<file path="src/rtl/spi_receiver.sv">
// spi_receiver: write-side SPI peripheral. Synchronizes the SPI lines into
// the clk domain, assembles MSB-first bytes tagged with the data/command
// flag, and queues them in a small FIFO read through a 32-bit status word.
module spi_receiver #(
  parameter int DEPTH = 4
) (
  input  logic        clk,
  input  logic        reset,
  input  logic        sclk,
  input  logic        mosi,
  input  logic        csn,
  input  logic        dcn,
  input  logic        read,
  output logic [31:0] readdata
);

  localparam int AW = (DEPTH > 1) ? $clog2(DEPTH) : 1;
  localparam logic [3:0] depth_c = 4'(DEPTH);

  // Two-flop synchronizers; bit [1] is the synchronized value.
  logic [1:0] sclk_sync, mosi_sync, csn_sync, dcn_sync;
  logic       sclk_s, mosi_s, csn_s, dcn_s;

  // Shifter state.
  logic       sclk_prev;
  logic [6:0] shift;
  logic [2:0] bit_cnt;
  logic       push_pend;
  logic [8:0] push_data;
  logic       rise;

  // FIFO state.
  logic [8:0]    mem [DEPTH];
  logic [AW-1:0] wptr, rptr;
  logic [3:0]    count;
  logic          overflow;
  logic          push, pop, full, do_write, valid;

  assign sclk_s = sclk_sync[1];
  assign mosi_s = mosi_sync[1];
  assign csn_s  = csn_sync[1];
  assign dcn_s  = dcn_sync[1];
  assign rise   = sclk_s & ~sclk_prev;

  // Bring the asynchronous SPI lines into the clk domain; csn idles deasserted.
  // NOTE: sequential state uses non-blocking (<=) so every flop samples the
  // pre-edge value of its neighbours; blocking here would collapse the chain.
  always_ff @(posedge clk or posedge reset) begin
    if (reset) begin
      sclk_sync <= 2'b00;
      mosi_sync <= 2'b00;
      csn_sync  <= 2'b11;
      dcn_sync  <= 2'b00;
    end else begin
      sclk_sync <= {sclk_sync[0], sclk};
      mosi_sync <= {mosi_sync[0], mosi};
      csn_sync  <= {csn_sync[0], csn};
      dcn_sync  <= {dcn_sync[0], dcn};
    end
  end

  // Shift in one bit per sclk rise while selected; a completed byte is pushed
  // on the following edge. Deselect discards any partial byte.
  always_ff @(posedge clk or posedge reset) begin
    if (reset) begin
      sclk_prev <= 1'b0;
      shift     <= '0;
      bit_cnt   <= '0;
      push_pend <= 1'b0;
      push_data <= '0;
    end else begin
      sclk_prev <= sclk_s;
      push_pend <= 1'b0;
      if (csn_s) begin
        bit_cnt <= '0;
        shift   <= '0;
      end else if (rise) begin
        shift   <= {shift[5:0], mosi_s};
        bit_cnt <= bit_cnt + 3'd1;
        if (bit_cnt == 3'd7) begin
          push_pend <= 1'b1;
          push_data <= {dcn_s, shift, mosi_s};
        end
      end
    end
  end

  assign push     = push_pend;
  assign valid    = (count != 4'd0);
  assign full     = (count == depth_c);
  assign pop      = read & valid;
  assign do_write = push & (~full | pop);

  // FIFO storage, pointers, occupancy and sticky overflow flag.
  // NOTE: the storage array is reset too, since the whole FIFO is defined to
  // read back as zero after reset; drop this if a RAM macro is ever used.
  always_ff @(posedge clk or posedge reset) begin
    if (reset) begin
      for (int i = 0; i < DEPTH; i++) mem[i] <= '0;
      wptr     <= '0;
      rptr     <= '0;
      count    <= '0;
      overflow <= 1'b0;
    end else begin
      if (do_write) begin
        mem[wptr] <= push_data;
        wptr      <= wptr + AW'(1);
      end
      if (pop) rptr <= rptr + AW'(1);
      if (do_write && !pop)      count <= count + 4'd1;
      else if (!do_write && pop) count <= count - 4'd1;
      // A read always clears overflow; a read while full also pops, so a
      // same-cycle push is accepted rather than dropped.
      if (read)              overflow <= 1'b0;
      else if (push && full) overflow <= 1'b1;
    end
  end

  // Status word: head entry (masked when empty), valid, overflow, count.
  // NOTE: assigning a default first gives every bit a value on every path,
  // so no latch is inferred.
  always_comb begin
    readdata        = '0;
    readdata[15:12] = count;
    readdata[10]    = overflow;
    readdata[9]     = valid;
    if (valid) readdata[8:0] = mem[rptr];
  end

endmodule

</file>
<file path="config.mk">
export PLATFORM = sky130hd
export DESIGN_NAME = spi_receiver
export DESIGN_NICKNAME = d
export VERILOG_FILES = /design/src/rtl/spi_receiver.sv
export SDC_FILE = /design/constraint.sdc
export NUM_CORES = 1
export LEC_CHECK = 0
export ABC_CLOCK_PERIOD_IN_PS = 4100
export CAP_MARGIN = 10
export CORE_MARGIN = 3
export CORE_UTILIZATION = 62
export CTS_BUF_LIST = sky130_fd_sc_hd__clkbuf_4 sky130_fd_sc_hd__clkbuf_8
export DETAILED_ROUTE_END_ITERATION = 8
export PLACE_DENSITY = 0.87
export SYNTH_ARGS = -nofsm -noshare
export SYNTH_HDL_FRONTEND = slang
export SYNTH_SLANG_ARGS = --single-unit
</file>
<file path="constraint.sdc">
create_clock -name clk -period 4.1 [get_ports clk]
set_input_delay 0.41 -clock clk [delete_from_list [all_inputs] [get_ports clk]]
set_output_delay 0.41 -clock clk [all_outputs]
set_load 0.05 [all_outputs]
</file>
* Yosys cells after proc, flatten, opt, wreduce, memory -nomap -nowiden
Cells that the tools add are included.
W data, S select, Z words.
** Operators by class
- Add/subtract/negate cells :: 5
- $lt $le $gt $ge :: 3
- Equal/unequal tests :: 2
- Mux-type cells :: 18
- Bitwise logic cells :: 9
- Reduce and logical (&&, ||, !) cells :: 11
** Operators by type and width (number)
- $bwmux W36 :: 1
- $mux W9 :: 4
- $bmux W9 S2 :: 1
- $demux W9 S2 :: 1
- $mux W7 :: 2
- $mux W4 :: 2
- $ge A3 B3 Y1 const B :: 2
- $mux W3 :: 2
- $not A2 Y3 :: 2
- $reduce_bool A2 Y1 :: 3
- $mux W1 :: 5
- $add A2 B1 Y2 const B :: 2
- $add A4 B1 Y4 const B :: 1
- $eq A4 B3 Y1 const B :: 1
- $logic_and A1 B1 Y1 :: 4
- $reduce_bool A4 Y1 :: 1
- $sub A4 B1 Y4 const B :: 1
- $add A3 B1 Y3 const B :: 1
- $and A1 B1 Y1 :: 3
- $eq A3 B3 Y1 const B :: 1
- $lt A3 B1 Y1 const B :: 1
- $not A1 Y1 :: 3
- $reduce_and A3 Y1 :: 1
- $logic_not A1 Y1 :: 2
- $or A1 B1 Y1 :: 1
** Word-level totals
- Flip-flop bits (word level) :: 74
- Bits of input ports :: 7
- Output and inout port bits :: 32

* Depth between registers and ports, before layout
- Depth after elaboration :: 8
- Gate-level depth with buffers :: 10

* Worst setup path before layout
OpenSTA, ideal clock, no wires.
- Path kind :: register to register
- Start point :: register count[0]
- End point :: register count[3]
- Setup time :: 0.131 ns
- Arrival time :: 2.911 ns
- Path slack :: 1.058 ns
- Stages on the path, launching flop included :: 11
- Buffers on the path :: 1
- Clock period less this slack :: 3.042 ns
- Path through :: dfrtp_1 or4b_1 buf_6 o21ai_2 inv_1 ha_1 inv_1 ha_1 or4_1 o211ai_1 o211ai_1
** On the way
- Cells in the longest elaborated chain, start to end :: 7
** RTL lines
- from (decl) :: line 35 : logic [3:0] count;
- from (signal assigned) :: line 110 : if (do_write && !pop) count <= count + 4'd1;
- from (signal assigned) :: line 111 : else if (!do_write && pop) count <= count - 4'd1;
- $reduce_bool A4 Y1 or $eq A4 B3 Y1 (tied branches) :: line 89, 90
- $and A1 B1 Y1 or $not A1 Y1 (tied branches) :: line 91, 92
- $or A1 B1 Y1 * :: line 92 : assign do_write = push & (~full | pop);
- $and A1 B1 Y1 * :: line 92
- net do_write :: line 37 : logic push, pop, full, do_write, valid;
- $logic_not A1 Y1 :: line 111
- $logic_and A1 B1 Y1 :: line 111
- $reduce_bool A2 Y1 (no source line)
Mark *: on every way through the listed nets, which the timed path passes. The rest lies on a longest branch. The select of a mux whose other input is x is not followed.
A chain may end at the register's enable or synchronous reset.

* Final worst setup path
Ends and elaborated chain as after synthesis.

==> metrics.md <==
| Metric | Value |
|---|---|
| Number of gates given a new drive strength after cts | `0` |
| Fraction of synthesized cell area in xor and xnor cells | `1.54%` |
| Most used cells in the layout excluding fill and tap cells | `dfrtp_1 (72), mux2_2 (47), nand2_1 (21), clkdlybuf4s50_1 (21), conb_1 (17)` |
| Pre-antenna DRT Iters | `4` |
| Number of vias per cell | `5.56` |
| Clock share of power | `35.3%` |
| Startpoint class of the critical path | `register` |
| Type of destination of the critical path | `register` |
| Total standard cell area after synthesis | `3410 um^2` |
| Count of state elements after synthesis | `74` |
| Wire length per cell after detailed routing | `16.6 um` |
| Mean Syn Cell Area | `13.7 um^2` |
| Clk pin slew, worst setup/hold paths | `70 ps` |
| Clock tree root driver cell | `clkbuf_8` |
| Maximum number of buffers from clock root to sink | `2` |
| Row Count | `26` |
| Port bufs | `21` |
| Arrival time of the worst setup path | `3420 ps` |
| Maximum vdd ir drop | `571 uV` |
| Placer's final routability congestion estimate | `0.751` |
| Post-Syn Instances | `249` |
| Static leakage | `1.79 nW` |
| Part of the Yosys area used for sequential elements | `54.4%` |
| Wire length reported by the detailed router | `5.70 mm` |
| Transition time at the pin with the least slew margin | `750 ps` |
| Largest net degree at the start of global routing | `39` |
| Initial antenna violation count | `0` |
| Clock period minus final worst setup slack | `3190 ps` |
| Max-slew violation count | `0` |
| Area fraction in compound gates after synthesis | `5.47%` |
| Total power density per cell area | `503 nW/um^2` |
| Maximum Capacitance Violations | `0` |
| Count of routing violations after the opening detailed-route iteration | `133` |
| Commonest non-fill, non-tap cell in the layout | `dfrtp_1` |
| Cell-internal power | `1.33 mW` |
| Layout Skew | `7.05 ps` |
| Number of standard cells in the layout, taps in and fillers out | `344` |
| Cell taking the most area after synthesis | `dfrtp_1` |
| Aggregate global routing overflow | `0` |
| Fin. Hold Viols | `0` |
| Die footprint | `6430 um^2` |
| CORE AREA | `5200 um^2` |
| Total track usage | `20.3%` |
| Classification of the worst-slack hold path | `register to register` |
| Diodes inserted | `0` |
| Insertion delay to the later sink of the worst-skew pair | `350 ps` |
| Filler cells | `336` |
| Wire length of the first global-routing pass | `9.53 mm` |
| Yosys warning count | `0` |
| Setup Viol. Count Final | `0` |
| Switching Share | `30.7%` |
| Comb power frac | `19.8%` |
| Largest family of logic cells by synthesized area | `multiplexers` |
| Data required time of the critical path | `4330 ps` |
| Post-Place Cells | `328` |
| Share of post-route cells with drive strength above 1 | `29.9%` |
| Top cells by area, synth | `dfrtp_1 (53%), mux2_2 (16%), mux4_2 (5.9%)` |
| Maximum operating frequency | `313 MHz` |
| Number of distinct library cell variants in the gate-level netlist after synthesis | `34` |
| Clock tree from TritonCTS | `built` |
| Via count of the first global-routing pass | `1874` |
| Total DRC errors in the routed layout | `0` |
| Cts-stage hold buffer count | `0` |
| Part of the total power dissipated in sequential elements | `44.8%` |
| Net Switching | `0.591 mW` |
| Die X | `80.2 um` |
| Total number of vias | `1911` |
| Fraction of the mapped netlist area in simple logic gates | `6.64%` |
| Series of cell instances along the critical path | `or4b_1 -> o21ai_2 -> inv_1 -> ha_1 -> inv_1 -> ha_1 -> or4_1 -> o211ai_1 -> o211ai_1` |
| Adder and majority gate portion of the synthesized area | `3.89%` |
| Proportion of netlist area held by the largest area contributor | `52.8%` |
| Worst slew margin | `50.0%` |
| Post-DRT Antenna Nets | `0` |
| Final worst-path cycle share | `77.9%` |
| CP max FO | `8` |
| Post-synthesis mux area share | `21.8%` |
| Result of the run | `finished clean` |
| # IOs | `39` |
| Worst setup path class | `register to register` |
| Initial standard-cell utilization of the core | `65.5%` |
| Dpl hpwl | `3.80 mm` |
| Post-CTS setup buffers | `0` |
| Area added between synthesis and finish | `12.3%` |
| Layout Nets | `286` |
| Number of sinks handled by clock tree synthesis | `74` |
| Setup_tns | `0 ps` |
| Unrepaired setup endpoints after global routing | `no` |
| Library cell contributing the largest single delay on the critical path | `or4b_1` |
| Critical path's largest stage delay | `750 ps` |
| Number of buffers created by CTS | `9` |
| Die extent in y | `80.2 um` |
| CTS H-Tree Depth | `3` |
## registers in the layout, indices dropped and copies added, names as in the netlist, 3 cells and up
name and flops:
mem 36, push_data 9, shift 7, count 4
bit_cnt 3
## final cells by class
class                   count  area, um^2  share of cell area (%)
repair buffers             23         225                    5.88
well taps                  70        87.6                    2.29
inverters                   5        18.8                   0.490
multi-input cells         156        1400                    36.6
clock inverters             5         103                    2.68
flip-flops and latches     74        1850                    48.4
clock buffers              11         139                    3.63
## path summary, 6_finish.rpt
check / startpoint / endpoint / slack (ps) / cells past startpoint
worst max-delay path: count[0]$_DFFE_PP0P_ / count[3]$_DFFE_PP0P_ / 910 / 9
worst min-delay path: dcn_sync[0]$_DFF_PP0_ / dcn_sync[1]$_DFF_PP0_ / 350 / 0
worst max register to register: count[0]$_DFFE_PP0P_ / count[3]$_DFFE_PP0P_ / 910 / 9
worst min register to register: dcn_sync[0]$_DFF_PP0_ / dcn_sync[1]$_DFF_PP0_ / 350 / 0
max in group asynchronous: reset / shift[0]$_DFFE_PP0P_ / 2650 / 3
min in group asynchronous: reset / sclk_sync[1]$_DFF_PP0_ / 510 / 2
## critical path: cells and delay by family, from the launching register on
family / cells / cell delay (ps)
fa+ha+maj: 2 / 560
buf+inv: 2 / 240
simple gates: 2 / 1300
compound gates: 3 / 480
flops: 1 / 480
## metrics by stage
step / util [%] / setup WS [ps] / hold slack (ps) / instance area (um^2) / total power [mW]
5_1_grt: 73.6 / 700 / 361 / 3830 / 2.00
3_5_place_dp: 69.0 / 931 / 336 / 3590 / 1.26
3_3_place_gp: 69.0 / 1070 / 331 / 3590 / 1.24
4_1_cts: 73.6 / 902 / 357 / 3830 / 1.94
6_report: 73.6 / 907 / 354 / 3830 / 1.93
2_1_floorplan: - / 1060 / 331 / 3470 / 1.18
## synthesized netlist by cell type, drive strengths merged
master	n
a2111o	1
a21oi	11
a31oi	1
and2	9
buf	23
clkbuf	7
conb	1
dfrtp	72
dfstp	2
fa	1
ha	9
inv	5
mux2	47
mux2i	1
mux4	9
nand2	21
nand2b	1
nand3	3
nand3b	1
nor2	2
nor2b	1
nor3	2
nor3b	1
o211ai	6
o21ai	2
or3	1
or4	2
or4b	1
xnor2	6
## cell families (layout without fill, tap and decap cells)
kind of cell	after synthesis	count (layout)
AOI/OAI and AO/OA	21	21
xor gates and xnor gates	6	6
adders and majority gates	10	10
buffers and inverters	35	44
DFF	74	74
muxes	57	57
other	1	17
and+or+nand+nor	45	45
## layer usage
metal	track usage [%]	share of wire, %
met1	26.1	44
met2	32.2	50
met3	4.04	3.7
met4	11.3	2.4
met5	0	0
## power groups by stage
stage / registers, mW / clock network [mW] / logic (mW)
finish: 0.864 / 0.680 / 0.382
global route: 0.879 / 0.719 / 0.406
detailed placement: 0.880 / 0 / 0.381
floorplan: 0.886 / 0 / 0.289
CTS: 0.866 / 0.687 / 0.383
global placement: 0.872 / 0 / 0.372
Power figures use the tool's default switching activity.
